`config.mk`:
```
export PLATFORM = sky130hd
export DESIGN_NAME = seq_alu_flat
export DESIGN_NICKNAME = d
export VERILOG_FILES = /design/src/rtl/seq_alu_if.sv /design/src/rtl/seq_alu.sv /design/src/flat_wrapper.sv
export SDC_FILE = /design/constraint.sdc
export NUM_CORES = 1
export LEC_CHECK = 0
export CAP_MARGIN = 20
export CORE_UTILIZATION = 55
export CTS_CLUSTER_SIZE = 16
export DETAILED_ROUTE_END_ITERATION = 10
export PLACE_DENSITY = 0.78
export SLEW_MARGIN = 20
export SYNTH_ARGS = -nofsm -noshare
export SYNTH_HDL_FRONTEND = slang
export SYNTH_SLANG_ARGS = --single-unit
```
`constraint.sdc`:
```
create_clock -name clk -period 2.7 [get_ports clk]
set_input_delay 0.405 -clock clk [delete_from_list [all_inputs] [get_ports clk]]
set_output_delay 0.405 -clock clk [all_outputs]
set_load 0.03 [all_outputs]
```
`src/rtl/seq_alu_if.sv`:
```
// Request/result bus of the sequential ALU: operands and opcode in, result and flags out.
interface seq_alu_if #(
  parameter int unsigned WIDTH = 16
);
  logic             start;
  logic [WIDTH-1:0] a;
  logic [WIDTH-1:0] b;
  logic             cin;
  logic [2:0]       opcode;
  logic             busy;
  logic             done;
  logic [WIDTH-1:0] w;
  logic             zero;
  logic             neg;
  logic             cout;

  modport master (
    output start, a, b, cin, opcode,
    input  busy, done, w, zero, neg, cout
  );

  modport slave (
    input  start, a, b, cin, opcode,
    output busy, done, w, zero, neg, cout
  );
endinterface

```
`src/rtl/seq_alu.sv`:
```
// Registered ALU: single-cycle ADD/SUB/logic/ASR, multi-cycle unsigned MUL (shift-add)
// and DIV (restoring). One operation in flight; result and flags held until next done.
module seq_alu #(
  parameter int unsigned WIDTH = 16
) (
  input  logic     clk,
  input  logic     rst_n,
  seq_alu_if.slave bus
);

  localparam int unsigned SHW = $clog2(WIDTH);

  typedef enum logic [1:0] {
    S_IDLE = 2'd0,
    S_RUN  = 2'd1,
    S_FIN  = 2'd2
  } state_t;

  state_t             state_q;
  logic [SHW-1:0]     cnt_q;
  logic               is_div_q;
  logic [WIDTH-1:0]   opnd_q;   // multiplicand for MUL, divisor for DIV
  logic [2*WIDTH-1:0] prod_q;   // MUL product accumulator; low half is the DIV quotient
  logic [WIDTH-1:0]   rem_q;    // restored DIV remainder (always < divisor)
  logic               busy_q;
  logic               done_q;
  logic [WIDTH-1:0]   w_q;
  logic               zero_q;
  logic               neg_q;
  logic               cout_q;

  logic [WIDTH:0]     add_d;
  logic [WIDTH:0]     sub_d;
  logic [WIDTH-1:0]   res_d;
  logic               cout_d;
  logic [WIDTH:0]     mul_sum_d;
  logic [2*WIDTH-1:0] mul_next_d;
  logic [WIDTH:0]     div_sh_d;
  logic               div_ok_d;
  logic [WIDTH-1:0]   rem_next_d;
  logic [WIDTH-1:0]   quo_next_d;

  // Single-cycle result and status from the live request operands.
  always_comb begin
    add_d  = {1'b0, bus.a} + {1'b0, bus.b} + (WIDTH+1)'(bus.cin);
    sub_d  = {1'b0, bus.a} - {1'b0, bus.b} - (WIDTH+1)'(bus.cin);
    res_d  = '0;
    cout_d = 1'b0;
    case (bus.opcode)
      3'd0: begin
        res_d  = add_d[WIDTH-1:0];
        cout_d = add_d[WIDTH];
      end
      3'd1: begin
        // Negative W+1-bit difference means a < b + cin.
        res_d  = sub_d[WIDTH-1:0];
        cout_d = sub_d[WIDTH];
      end
      3'd2:    res_d = bus.a & bus.b;
      3'd3:    res_d = bus.a | bus.b;
      3'd4:    res_d = bus.a ^ bus.b;
      3'd5:    res_d = WIDTH'($signed(bus.a) >>> bus.b[SHW-1:0]);
      default: res_d = '0;
    endcase
  end

  // One shift-add step and one restoring-division step per RUN cycle.
  always_comb begin
    mul_sum_d  = {1'b0, prod_q[2*WIDTH-1:WIDTH]} + (prod_q[0] ? {1'b0, opnd_q} : '0);
    mul_next_d = {mul_sum_d, prod_q[WIDTH-1:1]};
    div_sh_d   = {rem_q, prod_q[WIDTH-1]};
    div_ok_d   = (div_sh_d >= {1'b0, opnd_q});
    rem_next_d = div_ok_d ? WIDTH'(div_sh_d - {1'b0, opnd_q}) : div_sh_d[WIDTH-1:0];
    quo_next_d = {prod_q[WIDTH-2:0], div_ok_d};
  end

  // Control FSM, iteration datapath and registered outputs.
  always_ff @(posedge clk or negedge rst_n) begin
    if (!rst_n) begin
      state_q  <= S_IDLE;
      cnt_q    <= '0;
      is_div_q <= 1'b0;
      opnd_q   <= '0;
      prod_q   <= '0;
      rem_q    <= '0;
      busy_q   <= 1'b0;
      done_q   <= 1'b0;
      w_q      <= '0;
      zero_q   <= 1'b0;
      neg_q    <= 1'b0;
      cout_q   <= 1'b0;
    end else begin
      done_q <= 1'b0;
      case (state_q)
        S_IDLE: begin
          if (bus.start) begin
            if (bus.opcode[2:1] == 2'b11) begin
              is_div_q <= bus.opcode[0];
              opnd_q   <= bus.opcode[0] ? bus.b : bus.a;
              prod_q   <= {{WIDTH{1'b0}}, (bus.opcode[0] ? bus.a : bus.b)};
              rem_q    <= '0;
              cnt_q    <= SHW'(WIDTH - 1);
              busy_q   <= 1'b1;
              state_q  <= S_RUN;
            end else begin
              w_q    <= res_d;
              zero_q <= (res_d == '0);
              neg_q  <= res_d[WIDTH-1];
              cout_q <= cout_d;
              done_q <= 1'b1;
            end
          end
        end
        S_RUN: begin
          if (is_div_q) begin
            prod_q[WIDTH-1:0] <= quo_next_d;
            rem_q             <= rem_next_d;
          end else begin
            prod_q <= mul_next_d;
          end
          if (cnt_q == '0) begin
            state_q <= S_FIN;
          end else begin
            cnt_q <= cnt_q - SHW'(1);
          end
        end
        S_FIN: begin
          // A zero divisor leaves an all-ones quotient; flag it on cout.
          w_q     <= prod_q[WIDTH-1:0];
          zero_q  <= (prod_q[WIDTH-1:0] == '0);
          neg_q   <= prod_q[WIDTH-1];
          cout_q  <= is_div_q ? (opnd_q == '0) : (prod_q[2*WIDTH-1:WIDTH] != '0);
          done_q  <= 1'b1;
          busy_q  <= 1'b0;
          state_q <= S_IDLE;
        end
        default: state_q <= S_IDLE;
      endcase
    end
  end

  assign bus.busy = busy_q;
  assign bus.done = done_q;
  assign bus.w    = w_q;
  assign bus.zero = zero_q;
  assign bus.neg  = neg_q;
  assign bus.cout = cout_q;

endmodule
```
`src/flat_wrapper.sv`:
```
// flat-port wrapper written by rule: the top's interface ports become plain ports
module seq_alu_flat 
#(
  parameter int unsigned WIDTH = 16
)
  (clk, rst_n, bus_start, bus_a, bus_b, bus_cin, bus_opcode, bus_busy, bus_done, bus_w, bus_zero, bus_neg, bus_cout);
  seq_alu_if #(.WIDTH(WIDTH)) bus_i ();
  input  logic clk;
  input  logic rst_n;
  input wire logic [$bits(bus_i.start)-1:0] bus_start;
  input wire logic [$bits(bus_i.a)-1:0] bus_a;
  input wire logic [$bits(bus_i.b)-1:0] bus_b;
  input wire logic [$bits(bus_i.cin)-1:0] bus_cin;
  input wire logic [$bits(bus_i.opcode)-1:0] bus_opcode;
  output wire logic [$bits(bus_i.busy)-1:0] bus_busy;
  output wire logic [$bits(bus_i.done)-1:0] bus_done;
  output wire logic [$bits(bus_i.w)-1:0] bus_w;
  output wire logic [$bits(bus_i.zero)-1:0] bus_zero;
  output wire logic [$bits(bus_i.neg)-1:0] bus_neg;
  output wire logic [$bits(bus_i.cout)-1:0] bus_cout;
  assign bus_i.start = bus_start;
  assign bus_i.a = bus_a;
  assign bus_i.b = bus_b;
  assign bus_i.cin = bus_cin;
  assign bus_i.opcode = bus_opcode;
  assign bus_busy = bus_i.busy;
  assign bus_done = bus_i.done;
  assign bus_w = bus_i.w;
  assign bus_zero = bus_i.zero;
  assign bus_neg = bus_i.neg;
  assign bus_cout = bus_i.cout;
  seq_alu #(.WIDTH(WIDTH)) u_core (.clk(clk), .rst_n(rst_n), .bus(bus_i));
endmodule
```
### Yosys cells after proc, flatten, opt, wreduce, memory -nomap -nowiden

Index checks and enable logic that the tools add are counted.

| word-level totals | value |
|---|---|
| flip-flop bits (word level) | 92 |
| output and inout bits | 21 |
| word-level logic and storage cells | 99 |

| operators by class | value |
|---|---|
| shift-type cells | 1 |
| muxes and demuxes | 42 |
| reduce and logical (&&, ||, !) cells | 17 |
| $add $sub $neg | 7 |
| eq/ne operators | 15 |
| bitwise logic cells | 3 |
| order comparisons | 1 |

Operator list:

| operator | number |
|---|---|
| $mux 16 | 11 |
| $pmux 16 s6 | 1 |
| $mux 32 | 2 |
| $pmux 16 s2 | 2 |
| $pmux 32 s2 | 1 |
| $logic_not 16->1 | 3 |
| $add 16x16->17 | 1 |
| $add 16x17->17 | 1 |
| $add 17x1->17 | 1 |
| $ge 17x16->1 | 1 |
| $sub 16x16->17 | 1 |
| $sub 17x1->17 | 1 |
| $and 16x16->16 | 1 |
| $or 16x16->16 | 1 |
| $reduce_bool 16->1 | 1 |
| $sshr 16x4->16 | 1 |
| $sub 16x16->16 | 1 |
| $xor 16x16->16 | 1 |
| $reduce_and 3->1 | 5 |
| $mux 4 | 3 |
| $pmux 1 s2 | 6 |
| $reduce_and 4->1 | 3 |
| $mux 1 | 11 |
| $ne 2x2->1 const B | 4 |
| other kinds (14) | 22 |

### Longest topological paths before layout

| depth | value |
|---|---|
| depth after elaboration | 7 |
| depth in mapped cells | 14 |
| depth with buffers taken out | 13 |

### Worst setup path before layout

No wires, ideal clock.

| timing | value |
|---|---|
| path kind | input -> register |
| start point | input port bus_b[0] |
| end point | register u_core.zero_q (netlist: u_core.bus.zero) |
| cell stages on the path | 14 |
| required time | 2.634 ns |
| arrival time | 3.475 ns |
| setup slack | -0.840 ns |
| path through | buf_6 -> buf_2 -> inv_1 -> fa_1 -> fa_1 -> o21a_1 -> o22ai_2 -> xor2_1 -> o221ai_1 -> or4_1 -> nor3b_1 -> nand4_1 -> nor4_2 -> a31o_1 |

| on the way | value |
|---|---|
| longest elaborated chain between the ends | 7 |
| elaborated cells on any way between the ends | 13 |

RTL lines:

| element | RTL line | text |
|---|---|---|
| from (decl) | flat_wrapper.sv:12 | `input wire logic [$bits(bus_i.b)-1:0] bus_b;` |
| $sub 16x16->17 or $add 16x16->17 (tied branches) | seq_alu.sv:46, seq_alu.sv:45 |  |
| $sub 17x1->17 or $add 17x1->17 (tied branches) | seq_alu.sv:46, seq_alu.sv:45 |  |
| $pmux 16 s6 (*) | seq_alu.sv:49 | `case (bus.opcode)` |
| $logic_not 16->1 (*) | seq_alu.sv:107 | `zero_q <= (res_d == '0);` |
| $mux 1 (*) | seq_alu.sv:97 | `if (bus.opcode[2:1] == 2'b11) begin` |
| $mux 1 (*) | seq_alu.sv:96 | `if (bus.start) begin` |
| $pmux 1 s2 (*) | seq_alu.sv:94 | `case (state_q)` |
| to (signal assigned) | seq_alu.sv:107 |  |
| to (signal assigned) | seq_alu.sv:130 | `zero_q <= (prod_q[WIDTH-1:0] == '0);` |
| to (decl) | seq_alu.sv:28 | `logic zero_q;` |

Mark *: on every way between the ends. The rest lies on a longest branch, timed or not. The select of a mux whose other input is x is not followed.
A chain may end at the register's enable or synchronous reset.

### Final worst setup path

Ends and elaborated chain as after synthesis.

==> run summary <==
Outcome - complete, but fails checks
Failing checks - negative setup slack
Number of synthesis warnings - 0
Final setup violation count - 10
Clk_lat worst skew - 0.36 ns
Synthesized area - 9610 um^2
Power per cell area - 814 nW/um^2
DR DRC count - 0
Initial antenna violation count - 0
CTS root buf - clkbuf_16
Die height - 134 um
Worst EP required - 2.99 ns
Number of buffers added on ports - 59
Peak Freq - 334 MHz
Number of synthesized flops with an enable pin - 0
Syn_area_per_cell - 8.22 um^2
M2 GR Usage - 59.7%
CTS tree - yes
Critical path class - primary input to flop
Worst setup EP type - flop
First-pass GRT wire length - 52800 um
Routed wire per std cell - 20.9 um
Reg2reg path depth - 12
Count leader, synth - nand2_1
Die Width - 134 um
Final GP Congestion - 1.00
Critical Path Source Type - primary input
Number of clock sinks - 91
Nets - 1577
Register area share after synthesis - 23.7%
Clock Skew - 0.0104 ns
Yosys top cell by area - dfrtp_1
R2r setup slk - -0.08 ns
Htree depth - 3
Pre-CTS WS - -1.17 ns
Slew HR - 62.0%
N_diodes - 0
Crit-path max cell delay - 0.50 ns
Crit path DAT - 3.29 ns
CTS Hold Buffers Added - 0
Max Transition Viols Final - 0
Delay-heaviest family, CP - simple AND/OR/NAND/NOR gates
Pleak - 6.16 nW
Post-synth top area share - 23.7%
Syn_nets - 1310
Post-Syn Instances - 1170
Fin crit period - 2.99 ns
Largest net degree at the start of global routing - 51
Main synth FF type - dfrtp_1
Via count - 10500
Fin. Hold Viols - 0
GR peak layer - met2
First-pass detailed-route iteration total - 5
Avg Vias per Cell - 6.33
Num rows - 47
Most instantiated cells after synthesis - nand2_1, ha_1, a21oi_1, o21ai_0, dfrtp_1
GRT Overall Usage - 38.0%
Sequence of cells on the critical path - buf_8 > buf_6 > fa_2 > buf_6 > ha_4 > o21ai_4 > nand2_1 > xor2_1 > a211oi_1 > o311ai_1 > nor4_1 > nand4_1 > nor4_4 > a31o_1
IO Pins - 60
Core area - 16800 um^2
Maximum VDD drop - 0.553 mV
Vias in the first global route - 9820
Flops & latches, synth - 91
Met1 Use GR - 52.1%
MaxCap Viol Count - 0
Detailed Place HPWL - 25900 um
Maximum buffer depth of the clock tree - 2
Routed Antenna Nets - 0
Period utilization - 111%
Slowest CP cell - fa_2
Synth unique cells - 69
Slack of the critical path - -0.294 ns
Largest cells by area after synthesis - dfrtp_1, ha_1, mux2i_1
Hold Path Class - primary input to async pin
Final Non-Filler Cells - 1661
Async S/R FF share, synth - 100%
Iteration-0 DRC Markers - 1091
Total congestion overflow - 0
Met3 usage - 6.20%
RSZ-0062 raised after global routing - yes
Placed Cells incl. Taps - 1624
Worst-margin pin slew - 0.570 ns
Layout cells sized above 1 - 29.4%
Syn-to-layout area delta - 36.8%
CP Depth - 14
Bufs and invs on worst path - 3
Starting density of the core - 57.2%
Worst-path clk slew - 0.07 ns
TritonCTS buffer count - 9
Crit Path Max Fanout - 3
Cell mode on critical path - buf_6
Die area - 18000 um^2
Routed WL - 34800 um
==> worst paths after layout <==
| kind | startpoint | endpoint |
|---|---|---|
| max | bus_b[0] | u_core.bus.zero |
| min | rst_n | u_core.prod_q[24] |
| max reg2reg | u_core.prod_q[0] | u_core.prod_q[29] |
| min reg2reg | u_core.cnt_q[0] | u_core.cnt_q[0] |
| max in group asynchronous | rst_n | u_core.prod_q[7] |
| min in group clk | u_core.cnt_q[0] | u_core.cnt_q[0] |
==> timing repair <==
item | in CTS | in global routing
gates resized for setup | 109 | 77
cloned | 0 | 0
setup endpoints to repair | 22 | 37
pin swaps | 50 | 57
setup buffers | 14 | 9
==> area by class of cell <==
class,instances,area (um^2)
Clock buffer,12,236
Clock inverter,3,25.0
Fill cell,1190,3660
Inverter,89,347
Multi-Input combinational cell,928,7370
Sequential cell,91,2280
Tap cell,220,275
Timing Repair Buffer,318,2620
==> where the power goes <==
part           switching [mW]  internal (mW)
Sequential              0.639           1.91
Clock                   0.551          0.626
Combinational            3.74           3.24
Total                    4.93           5.78
==> registers in the layout, indices dropped and copies added (netlist names) <==
name and cells:
u_core.prod_q 32, u_core.bus.w 16, u_core.opnd_q 16, u_core.rem_q 16
u_core.cnt_q 4, u_core.state_q 2, u_core.bus.busy 1, u_core.bus.cout 1
u_core.bus.done 1, u_core.bus.zero 1, u_core.is_div_q 1
==> per-stage QoR <==
stage	setup TNS, ns	power [mW]	utilization (%)	hold slack (ns)	area (um^2)
finish	-1.65	10.7	78.2	0.0338	13200
global route	-2.87	11.4	78.2	0.0738	13200
CTS	-1.38	10.2	76.2	0.0569	12800
detailed placement	-14.19	8.80	72.1	0.435	12100
global placement	-13.05	8.57	72.1	0.431	12100
floorplan	-1.56	6.82	-	0.109	9680
==> logic make-up after synthesis <==
family	count (synthesis)	share of synthesized area (%)
adders and majority gates	101	13.6
xor gates and xnor gates	38	3.46
AOI/OAI and AO/OA	355	23.9
and+or+nand+nor	333	17.0
muxes	101	12.2
DFF	91	23.7
buffers and inverters	151	6.10
==> cell usage in the layout (no fill, tap or decap), types with 13 or more instances in the layout <==
master / count
a21o_1: 17
a21oi_1: 80
a22oi_1: 25
and2_1: 17
buf_4: 243
buf_6: 13
clkdlybuf4s50_1: 32
dfrtp_1: 91
dlygate4sd2_1: 13
ha_1: 74
ha_4: 17
inv_1: 71
inv_2: 14
mux2_2: 20
mux2i_1: 66
nand2_1: 102
nand2b_1: 19
nand3_1: 19
nor2_1: 71
nor3_1: 18
nor4_1: 13
o211a_1: 14
o21ai_0: 68
o21ai_1: 16
xnor2_1: 22
xor2_1: 16
==> metal layers <==
metal	wire length (um)	part of all wire, %	vias to the layer above
met5	0	0	-
li1	-	-	4806
met3	3260	9.4	116
met2	15600	45	621
met1	14400	41	4968
met4	1540	4.4	0
Power figures use the tool's default switching activity.
==> variant 1: new RTL, same flow settings <==
Reset style: synchronous (`rst_n`), changed in one clocked block.
--- a/src/rtl/seq_alu.sv
+++ b/src/rtl/seq_alu.sv
@@ -75,7 +75,7 @@
   end
 
   // Control FSM, iteration datapath and registered outputs.
-  always_ff @(posedge clk or negedge rst_n) begin
+  always_ff @(posedge clk) begin
     if (!rst_n) begin
       state_q  <= S_IDLE;
       cnt_q    <= '0;
Check against the original RTL: differs if rst_n is asserted again (counterexample within 4 cycles, from zero or initial values and one cycle with rst_n low); with rst_n held inactive, the same outputs for 10 cycles.
==> variant 1 against the unedited design <==
The run still ends with setup timing left. Hold slack gained 0.42 ns. Setup slack improved by 0.090 ns. Clock skew grew 0.00067 ns. Wire length is 1.9% lower. Sequential cell count did not move. Die area down 2.1%. First-iteration DRC count shrank 17%. Synthesized area decreased by 2.1%. Design area fell by 1.9%.
Power is not compared: it rests on default switching activity, and its combinational part moved more than twofold at a synthesized area within 25%.
==> variant 1: results <==
set metrics [dict create \
    cts_resized 120 \
    via_per_inst 6.31 \
    routed-wl-met2_um 16400 \
    ys_seq_area_share_pct 19.4 \
    wl_per_cell_um 20.6 \
    instances_no_fill 1657 \
    nets 1572 \
    clock_buffers 10 \
    cp.arrival_ns 3.19 \
    worstHoldPathType "register to register" \
    synth_xor_area_share_pct 3.63 \
    dpl-instance-area_um2 11700 \
    violations "setup timing" \
    insertion_delay_ns 0.35 \
    synth_mux_area_share_pct 8.71 \
    setup_viol 5 \
    nFillCells 1172 \
    synthTopCellsByArea "dfxtp_1, ha_1, mux2i_1, nand2_1, o211a_1" \
    post-route-cell-area_um2 12900 \
    seq_share_pct 14.1 \
    clock_skew_ns 0.0111 \
    use_met3_pct 5.44 \
    grt_pass1_vias 10065 \
    finalMaxSlewViolations 0 \
    track_usage_pct 38.1 \
    multi_input_gates 950 \
    met3WireLength_um 2420 \
    outcome "finished, violations left" \
    synth_fa_ha_area_share_pct 13.9 \
    layout.non_clock_inverters 84 \
    grt_max_degree 65 \
    nFlopsAndLatches 91 \
    cts_setup_buffers 10 \
    buffers 296 \
    grtUsageMet2_pct 64.5 \
    drtIter0Drc 902 \
    firstDrtPassIters 9 \
    multiInputGateArea_um2 7740 \
    async_flop_share_pct 0 \
    gp_congestion 1.04 \
    hpwl_um 25700 \
    dpl_worst_slack_ns -1.10 \
    met1_length_um 13500 \
    grt_util_met1_pct 46.8 \
    setup_ws_ns -0.204 \
    synth-compound-area-share_pct 27.9 \
    setup_tns_ns -0.555 \
    synthFlopType "dfxtp_1" \
    drive_gt1_share_pct 29.1 \
    slew_headroom_pct 38.4 \
    syn_nets 1339 \
    bufAreaShareNonClock_pct 18.8 \
    grt_pass1_wl_um 52800 \
    avgSynthCellArea_um2 7.85 \
]
-- variant 1: path summary, 6_finish.rpt --
check                                                    from                        endpoint  slack (ns)  cells past startpoint
worst min register to register  u_core.bus.w[11]$_SDFFE_PN0P_   u_core.bus.w[11]$_SDFFE_PN0P_        0.46                      2
worst max register to register  u_core.prod_q[0]$_SDFFE_PN0P_  u_core.prod_q[25]$_SDFFE_PN0P_        0.11                     12
worst max-delay path                                bus_a[11]    u_core.bus.zero$_SDFFE_PN0P_       -0.20                     12
worst min-delay path            u_core.bus.w[11]$_SDFFE_PN0P_   u_core.bus.w[11]$_SDFFE_PN0P_        0.46                      2
-- variant 1: worst max-delay path: stages --
cell and delay (ns):
dlygate4sd2_1 0.30, buf_4 0.20, mux4_2 0.50, mux4_2 0.51, nand2_4 0.10, o311ai_4 0.11, a2111oi_4 0.28, nand4_1 0.14
nor4_1 0.25, buf_4 0.16, nand4_1 0.09, a31oi_1 0.13
==> variant 2: new RTL, same flow settings <==
Without the edit above. `WIDTH` is set to 16 in 3 places; all go to 32.
--- a/src/rtl/seq_alu_if.sv
+++ b/src/rtl/seq_alu_if.sv
@@ -1,6 +1,6 @@
 // Request/result bus of the sequential ALU: operands and opcode in, result and flags out.
 interface seq_alu_if #(
-  parameter int unsigned WIDTH = 16
+  parameter int unsigned WIDTH = 32
 );
   logic             start;
   logic [WIDTH-1:0] a;
--- a/src/rtl/seq_alu.sv
+++ b/src/rtl/seq_alu.sv
@@ -1,7 +1,7 @@
 // Registered ALU: single-cycle ADD/SUB/logic/ASR, multi-cycle unsigned MUL (shift-add)
 // and DIV (restoring). One operation in flight; result and flags held until next done.
 module seq_alu #(
-  parameter int unsigned WIDTH = 16
+  parameter int unsigned WIDTH = 32
 ) (
   input  logic     clk,
   input  logic     rst_n,
--- a/src/flat_wrapper.sv
+++ b/src/flat_wrapper.sv
@@ -1,7 +1,7 @@
 // flat-port wrapper written by rule: the top's interface ports become plain ports
 module seq_alu_flat 
 #(
-  parameter int unsigned WIDTH = 16
+  parameter int unsigned WIDTH = 32
 )
   (clk, rst_n, bus_start, bus_a, bus_b, bus_cin, bus_opcode, bus_busy, bus_done, bus_w, bus_zero, bus_neg, bus_cout);
   seq_alu_if #(.WIDTH(WIDTH)) bus_i ();
Interface: changed (resized bus_a, bus_b and bus_w); port bits go from 60 to 108. No check against the original RTL was run, so the function may have changed too.
==> variant 2 against the unedited design <==
The run now fails in 5_1_grt. Synthesized area rose by 100%.
==> variant 2: results <==
set metrics [dict create \
    grt_overflow_total 99 \
    clockBufferDepth 2 \
    endpoint_type "sequential cell input" \
    async_flop_share_pct 100 \
    ys_seq_area_share_pct 22.2 \
    syn_nets 2758 \
    worstEndpointGrtRepair "u_core.bus.zero$_DFFE_PN0P_/D" \
    cts.htree.levels 4 \
    failed_stage "5_1_grt" \
    cts_root_buf "clkbuf_16" \
    synth.distinct_cells 87 \
    synthTopCellsByArea "dfrtp_1, ha_1, o21ai_0, nand2_1, a21oi_1" \
    gp_congestion 1.08 \
    grt_antenna_before_repair 41 \
    synth_common_cells "nand2_1, o21ai_0, ha_1" \
    track_usage_pct 81.9 \
    yosys_warnings 0 \
    hpwl_um 66300 \
    clock_sinks 172 \
    grt_max_degree 64 \
    outcome "stopped before the end" \
    cts_made_buffers 17 \
    numPortBuffers 107 \
    first-error "[ERROR GRT-0232] Routing congestion too high. Check the congestion heatmap in the GUI." \
]
==> variant 2: cell count changes after synthesis, sizes merged, moves of 34 or more <==
cell,unedited run,this run
nand2,104,285
o21ai,92,272
ha,95,192
inv,87,178
dfrtp,91,172
a21oi,92,171
nor2,72,143
clkbuf,45,113
o211ai,4,53
nand3,22,61
a21o,17,51
==> variant 2: cells by family after synthesis <==
kind of cell             Yosys count  synth area share, %
AO/OA/AOI/OAI                    821                 27.0
AND/OR/NAND/NOR                  744                 18.2
buffers and inverters            324                 6.46
adder cells (fa/ha/maj)          198                 13.0
flip-flops                       172                 22.2
multiplexers                     143                 9.16
XOR/XNOR                          87                 3.93
==> variant 2: what timing repair did <==
item	4_1_cts
setup buffers	77
cloned	5
endpoints found under the hold margin	46
gates resized for setup	438
setup endpoints to repair	84
pin swaps	178
hold buffers	1
==> variant 2: metal layers <==
| layer | GRT usage, % | overflow |
|---|---|---|
| met4 | 74.5 | 43 |
| met5 | 54.3 | 1 |
| met1 | 83.0 | 2 |
| met3 | 71.5 | 7 |
| met2 | 94.8 | 46 |
==> variant 2: through the flow <==
step                area (µm²)  util [%]  instances  setup WS [ns]  hold WS (ns)
floorplan                19900         -       2489         -0.944         0.109
global placement         25900      74.9       3564          -2.19         0.381
detailed placement       25900      74.9       3564          -2.23         0.383
CTS                      28800      83.1       3666          -1.08         0.494
